### config.mk
export PLATFORM = sky130hd
export DESIGN_NAME = game_pace_controller
export DESIGN_NICKNAME = d
export VERILOG_FILES = /design/src/rtl/game_pace_controller.sv
export SDC_FILE = /design/constraint.sdc
export NUM_CORES = 1
export LEC_CHECK = 0
export ABC_AREA = 0
export ABC_CLOCK_PERIOD_IN_PS = 9570
export CAP_MARGIN = 15
export CELL_PAD_IN_SITES_DETAIL_PLACEMENT = 0
export CELL_PAD_IN_SITES_GLOBAL_PLACEMENT = 1
export CORE_MARGIN = 2
export CORE_UTILIZATION = 35
export DETAILED_ROUTE_END_ITERATION = 10
export PLACE_DENSITY_LB_ADDON = 0.15
export SLEW_MARGIN = 40
export SYNTH_ARGS = -nofsm -noshare
export SYNTH_HDL_FRONTEND = slang
export SYNTH_SLANG_ARGS = --single-unit
### constraint.sdc
create_clock -name clock -period 9.57 [get_ports clock]
set_input_delay 2.3925 -clock clock [delete_from_list [all_inputs] [get_ports clock]]
set_output_delay 2.3925 -clock clock [all_outputs]
set_load 0.005 [all_outputs]
### src/rtl/game_pace_controller.sv
// Game-level sequencer: owns the IDLE/PLAYING/OVER game state, paces row
// drops with a level-dependent tick, pulses a column clear on game start,
// and keeps a saturating 4-digit BCD score plus a 0..15 difficulty level.
module game_pace_controller #(
    parameter int NUM_COLS         = 3,
    parameter int BASE_PERIOD      = 50000000,
    parameter int PERIOD_STEP      = 4000000,
    parameter int MIN_PERIOD       = 10000000,
    parameter int POINTS_PER_LEVEL = 10,
    parameter int CNT_W            = 26
) (
    input  logic                clock,
    input  logic                reset_signal,
    input  logic                start,
    input  logic [NUM_COLS-1:0] correct,
    input  logic [NUM_COLS-1:0] col_game_over,
    output logic                drop_tick,
    output logic                clear_cols,
    output logic                playing,
    output logic                game_over,
    output logic [15:0]         score_bcd,
    output logic [3:0]          level
);

    localparam int PW    = CNT_W + 4;
    localparam int NW    = $clog2(NUM_COLS + 1);
    localparam int PTS_W = $clog2(POINTS_PER_LEVEL + NUM_COLS + 1);

    localparam logic [PW-1:0]    BASE_P = PW'(BASE_PERIOD);
    localparam logic [PW-1:0]    STEP_P = PW'(PERIOD_STEP);
    localparam logic [PW-1:0]    MIN_P  = PW'(MIN_PERIOD);
    localparam logic [PTS_W-1:0] PPL_P  = PTS_W'(POINTS_PER_LEVEL);

    typedef enum logic [1:0] {
        ST_IDLE    = 2'd0,
        ST_PLAYING = 2'd1,
        ST_OVER    = 2'd2
    } state_t;

    state_t              state_q, state_d;
    logic                start_q, start_d;
    logic [NUM_COLS-1:0] correct_q, correct_d;
    logic [CNT_W-1:0]    cnt_q, cnt_d;
    logic [PTS_W-1:0]    lvl_pts_q, lvl_pts_d;
    logic [15:0]         score_q, score_d;
    logic [3:0]          level_q, level_d;
    logic                drop_tick_q, drop_tick_d;
    logic                clear_cols_q, clear_cols_d;
    logic                playing_q, playing_d;
    logic                game_over_q, game_over_d;

    logic                start_rise;
    logic [NUM_COLS-1:0] corr_rise;
    logic [NW-1:0]       n_rise;
    logic [PW-1:0]       lvl_step;
    logic [PW-1:0]       period;
    logic                tick_due;
    logic [15:0]         score_add;
    logic [PTS_W-1:0]    pts_sum;

    assign start_rise = start & ~start_q;
    assign corr_rise  = correct & ~correct_q;

    // Count simultaneous correct rises; each column scores independently.
    always_comb begin
        n_rise = '0;
        for (int i = 0; i < NUM_COLS; i++) begin
            n_rise = n_rise + NW'(corr_rise[i]);
        end
    end

    // Drop period shrinks per level down to a floor; compare first so the
    // subtraction can never underflow.
    always_comb begin
        lvl_step = PW'(level_q) * STEP_P;
        if (lvl_step + MIN_P >= BASE_P) begin
            period = MIN_P;
        end else begin
            period = BASE_P - lvl_step;
        end
        // >= lets a count that overshot a freshly shortened period fire at once.
        tick_due = ({4'b0, cnt_q} >= period - PW'(1));
    end

    // Ripple the rise count through the four BCD digits; a carry out of the
    // top digit means the score would exceed 9999, so it pins there.
    always_comb begin
        logic [7:0] carry;
        logic [7:0] dsum;
        carry     = 8'(n_rise);
        dsum      = '0;
        score_add = '0;
        for (int d = 0; d < 4; d++) begin
            dsum                 = {4'b0, score_q[4*d +: 4]} + carry;
            score_add[4*d +: 4]  = 4'(dsum % 8'd10);
            carry                = dsum / 8'd10;
        end
        if (carry != 8'd0) begin
            score_add = 16'h9999;
        end
        pts_sum = lvl_pts_q + PTS_W'(n_rise);
    end

    // Next-state logic for the game state, tick counter, score and level.
    always_comb begin
        state_d      = state_q;
        cnt_d        = cnt_q;
        lvl_pts_d    = lvl_pts_q;
        score_d      = score_q;
        level_d      = level_q;
        drop_tick_d  = 1'b0;
        clear_cols_d = 1'b0;
        start_d      = start;
        correct_d    = correct;

        case (state_q)
            ST_IDLE, ST_OVER: begin
                cnt_d = '0;
                if (start_rise) begin
                    state_d      = ST_PLAYING;
                    clear_cols_d = 1'b1;
                    score_d      = '0;
                    level_d      = '0;
                    lvl_pts_d    = '0;
                end
            end
            ST_PLAYING: begin
                if (|col_game_over) begin
                    // Game over wins this cycle: no tick, no scoring.
                    state_d = ST_OVER;
                    cnt_d   = '0;
                end else begin
                    if (tick_due) begin
                        drop_tick_d = 1'b1;
                        cnt_d       = '0;
                    end else begin
                        cnt_d = cnt_q + CNT_W'(1);
                    end
                    score_d = score_add;
                    if (pts_sum >= PPL_P) begin
                        lvl_pts_d = pts_sum - PPL_P;
                        if (level_q != 4'd15) begin
                            level_d = level_q + 4'd1;
                        end
                    end else begin
                        lvl_pts_d = pts_sum;
                    end
                end
            end
            default: begin
                state_d = ST_IDLE;
                cnt_d   = '0;
            end
        endcase

        playing_d   = (state_d == ST_PLAYING);
        game_over_d = (state_d == ST_OVER);
    end

    // Single register bank; reset takes precedence over every event.
    always_ff @(posedge clock) begin
        if (reset_signal) begin
            state_q      <= ST_IDLE;
            start_q      <= 1'b0;
            correct_q    <= '0;
            cnt_q        <= '0;
            lvl_pts_q    <= '0;
            score_q      <= '0;
            level_q      <= '0;
            drop_tick_q  <= 1'b0;
            clear_cols_q <= 1'b0;
            playing_q    <= 1'b0;
            game_over_q  <= 1'b0;
        end else begin
            state_q      <= state_d;
            start_q      <= start_d;
            correct_q    <= correct_d;
            cnt_q        <= cnt_d;
            lvl_pts_q    <= lvl_pts_d;
            score_q      <= score_d;
            level_q      <= level_d;
            drop_tick_q  <= drop_tick_d;
            clear_cols_q <= clear_cols_d;
            playing_q    <= playing_d;
            game_over_q  <= game_over_d;
        end
    end

    assign drop_tick  = drop_tick_q;
    assign clear_cols = clear_cols_q;
    assign playing    = playing_q;
    assign game_over  = game_over_q;
    assign score_bcd  = score_q;
    assign level      = level_q;

endmodule

==> flow_summary_export.csv <==
group,metric,value,unit
outcome,status,"complete, no violations",
floorplan,rows,43,
place,gp_congestion,0.818,
setup_path,cp.arrival,9.13,ns
detailed_routing,dr.pass1.iters,4,
detailed_routing,dr.first_iter.drc_count,241,
layout,final_nets,704,
grt,grt.busiest_layer,"met2",
sta,fmaxAchievable,112,MHz
synthesis,ys_types,63,
layout,final_util,0.412,
setup_path,rr_startpoint,"correct_q[0]",
cts,numCtsBuffers,9,
synthesis,syn_area,4970,sq um
detailed_routing,detail-route-antenna-nets,0,
setup_path,startpoint_type,"primary input",
hold_path,worstHoldStart,"lvl_pts_q[1]",
cts,cts_htree_levels,3,
setup_path,worstSetupPathType,"primary input to flip-flop",
synthesis,ys_seq_area_frac,0.242,
setup_path,r2r_end,"score_bcd[11]",
sta,fin_crit_sh,0.932,
floorplan,die_h,123,um
floorplan,start_util,0.358,
grt,grt.total_usage,0.165,
floorplan,ios,33,
flow_run,maxCapViolations,0,
sta,rsz0062_at_grt,"no",
cts,cts.sinks,60,
setup_path,path_depth,31,
pwr,cellPowerDensity,105,nW/um^2
sta,slew_violations,0,
grt,grt_pass1_vias,4071,
setup_path,startpoint,"correct[0]",
setup_path,cpMaxStageDelayCell,"fa_1",
synthesis,synth_nets,679,
synthesis,synth_edf_count,0,
sta,hold_viol_final,0,
place,pre_cts_slack,-0.127,ns
layout,nFillCells,1433,
floorplan,dieWidth,123,um
sta,setup_slack,0.647,ns
grt,gr-usage-met1,0.231,
sta,worst_hold_slack,0.491,ns
setup_path,critPathRequiredTime,9.78,ns
synthesis,syn_area_per_cell,8.17,sq um
synthesis,yosys_warnings,0,
cts,cts_root_buffer,"clkbuf_16",
synthesis,synthArstFlopShare,0,
synthesis,syn_inst,608,
grt,grt_max_degree,34,
place,hpwl,8800,um
setup_path,crit_fanout,8,
grt,grt_antenna_before_repair,0,
cts,clock_latency,0.33,ns
synthesis,synth_flop_cell,"dfxtp_1",
setup_path,r2r_cells,30,
detailed_routing,vias,4258,
pwr,max-vdd-ir-drop,0.149,mV
layout,antenna_cells,0,
cts,ctsHoldBuffers,0,
layout,fin_cells,816,
detailed_routing,remaining_drc_errors,0,
detailed_routing,viasPerCell,5.22,
layout,drive_above_1_share,0.0692,
detailed_routing,wl_per_cell,14.3,um
setup_path,end_kind,"flip-flop",
setup_path,r2r_slack,2.90,ns
setup_path,path_buf_inv,7,
synthesis,ys_ff_latch,60,
floorplan,die-area,15200,sq um
place,numPortBuffers,32,
grt,grt_overflow,0,
layout,area_growth_syn_to_layout,15.3,%
setup_path,cp-endpoint,"score_bcd[11]",
pwr,p_leak,2.31,nW
cts,cts_tree,"yes",
sta,clock_skew,0.00311,ns
setup_path,max_stage_delay,0.59,ns
sta,period_needed,8.92,ns
setup_path,cp_top_family,"adder cells",
detailed_routing,totalWireLength,11600,um
sta,setup_viol,0,
sta,tightest_slew,0.685,ns
place,dp.cells,800,
grt,grt_pass1_wl,19800,um
grt,met2_usage,0.253,
sta,slew_headroom,0.542,
floorplan,core,13900,sq um
hold_path,holdCritPathClass,"flip-flop to flip-flop",
cts,clk_pin_slew,0.05,ns
cts,clock_path_buffers,2,
grt,grt.met3_usage,0.0392,
==> cell usage in the layout, fill, tap and decap left out, types with 3 or more instances in the layout <==
master,instances
a2111oi_0,3
a21boi_0,6
a21o_1,15
a21oi_1,43
a21oi_2,3
a22oi_1,5
a31oi_1,3
and2_1,3
and3_1,9
and4_1,8
buf_4,8
clkbuf_16,9
clkbuf_8,3
clkdlybuf4s50_1,32
dfxtp_1,60
fa_1,10
ha_1,51
inv_1,37
nand2_1,29
nand2b_1,7
nand3_1,31
nand4_1,20
nor2_1,44
nor2b_1,14
nor3_1,45
nor3b_1,4
nor4b_1,3
o2111ai_1,4
o21ai_0,21
o22ai_1,3
or2_2,8
xnor2_1,23
xor2_1,30
==> cell families after synthesis <==
| family | count (synthesis) | synth area share |
|---|---|---|
| AND/OR/NAND/NOR | 237 | 0.252 |
| AO/OA/AOI/OAI | 128 | 0.171 |
| buffers and inverters | 63 | 0.0564 |
| adder cells (fa/ha/maj) | 62 | 0.173 |
| flip-flops | 60 | 0.242 |
| XOR/XNOR | 54 | 0.0967 |
| multiplexers | 4 | 0.00982 |
==> metal layers <==
metal  part of all wire  routed length (um)
met4              0.012                 141
met1               0.52                6050
met3              0.029                 343
met5                  0                   0
met2               0.44                5100
==> area by class of cell <==
class | instances | area (sq um) | share of cell area
Multi-Input combinational cell | 485 | 3500 | 0.612
Clock buffer | 12 | 267 | 0.0465
Sequential cell | 60 | 1200 | 0.210
Timing Repair Buffer | 40 | 380 | 0.0664
Inverter | 37 | 139 | 0.0243
Tap cell | 180 | 225 | 0.0393
Clock inverter | 2 | 10.0 | 0.00175
==> cell usage after synthesis, types with 3 or more instances <==
cell type | count | area [sq um]
and4_1 | 8 | 70.1
and3_1 | 9 | 56.3
or2_2 | 8 | 50.1
o22ai_1 | 3 | 18.8
a2111oi_0 | 3 | 26.3
nor4b_1 | 3 | 26.3
clkbuf_1 | 18 | 67.6
xor2_1 | 30 | 263
nand3_1 | 31 | 155
nor3_1 | 46 | 230
fa_1 | 11 | 220
nor2_1 | 44 | 165
nand4_1 | 20 | 125
inv_1 | 37 | 139
a21o_1 | 15 | 113
nor2b_1 | 14 | 87.6
ha_1 | 51 | 638
o21ai_0 | 21 | 105
a21boi_0 | 6 | 45.0
nor3b_1 | 4 | 30.0
a31oi_1 | 3 | 18.8
xnor2_1 | 23 | 201
a22oi_1 | 5 | 37.5
nand2_1 | 30 | 113
buf_6 | 5 | 56.3
a21oi_1 | 45 | 225
dfxtp_1 | 60 | 1200
and2_1 | 3 | 18.8
nand2b_1 | 7 | 43.8
o2111ai_1 | 4 | 35.0
==> sequential cells by signal, indices dropped and copies added (netlist names) <==
name	flops
level	4
game_over	1
drop_tick	1
score_bcd	16
playing	1
lvl_pts_q	4
state_q	2
start_q	1
cnt_q	26
correct_q	3
clear_cols	1
==> power by group <==
group          internal, W  total (W)  switching, W
Clock             0.000192   0.000304      0.000112
Combinational    0.0000174  0.0000399     0.0000225
Sequential        0.000253   0.000255    0.00000190
==> stage by stage <==
stage / setup TNS, ns / cell area (sq um) / total power, W
after global placement: 0 / 5420 / 0.000300
after global routing: 0 / 5730 / 0.000623
after detailed placement: -0.952 / 5420 / 0.000300
final: 0 / 5730 / 0.000599
after CTS: 0 / 5700 / 0.000608
after floorplan: 0 / 4970 / 0.000284
==> worst min path at each step <==
stage / end / cells past startpoint
3_5_place_dp: lvl_pts_q[1] / 2
5_1_grt: lvl_pts_q[1] / 2
3_3_place_gp: lvl_pts_q[1] / 2
2_1_floorplan: lvl_pts_q[1] / 2
4_1_cts: lvl_pts_q[1] / 2
6_report: lvl_pts_q[1] / 2
==> worst min-delay path, cell delays in order, from the launching register on <==
cell     delay (ns)
dfxtp_1        0.32
nand3_1        0.07
a21oi_1        0.05
==> repair_timing <==
item                                    in CTS  in global routing
endpoints found under the setup margin       0                 15
resized for setup                            0                  4
setup buffers                                0                  2
(Power assumes the default switching activity.)
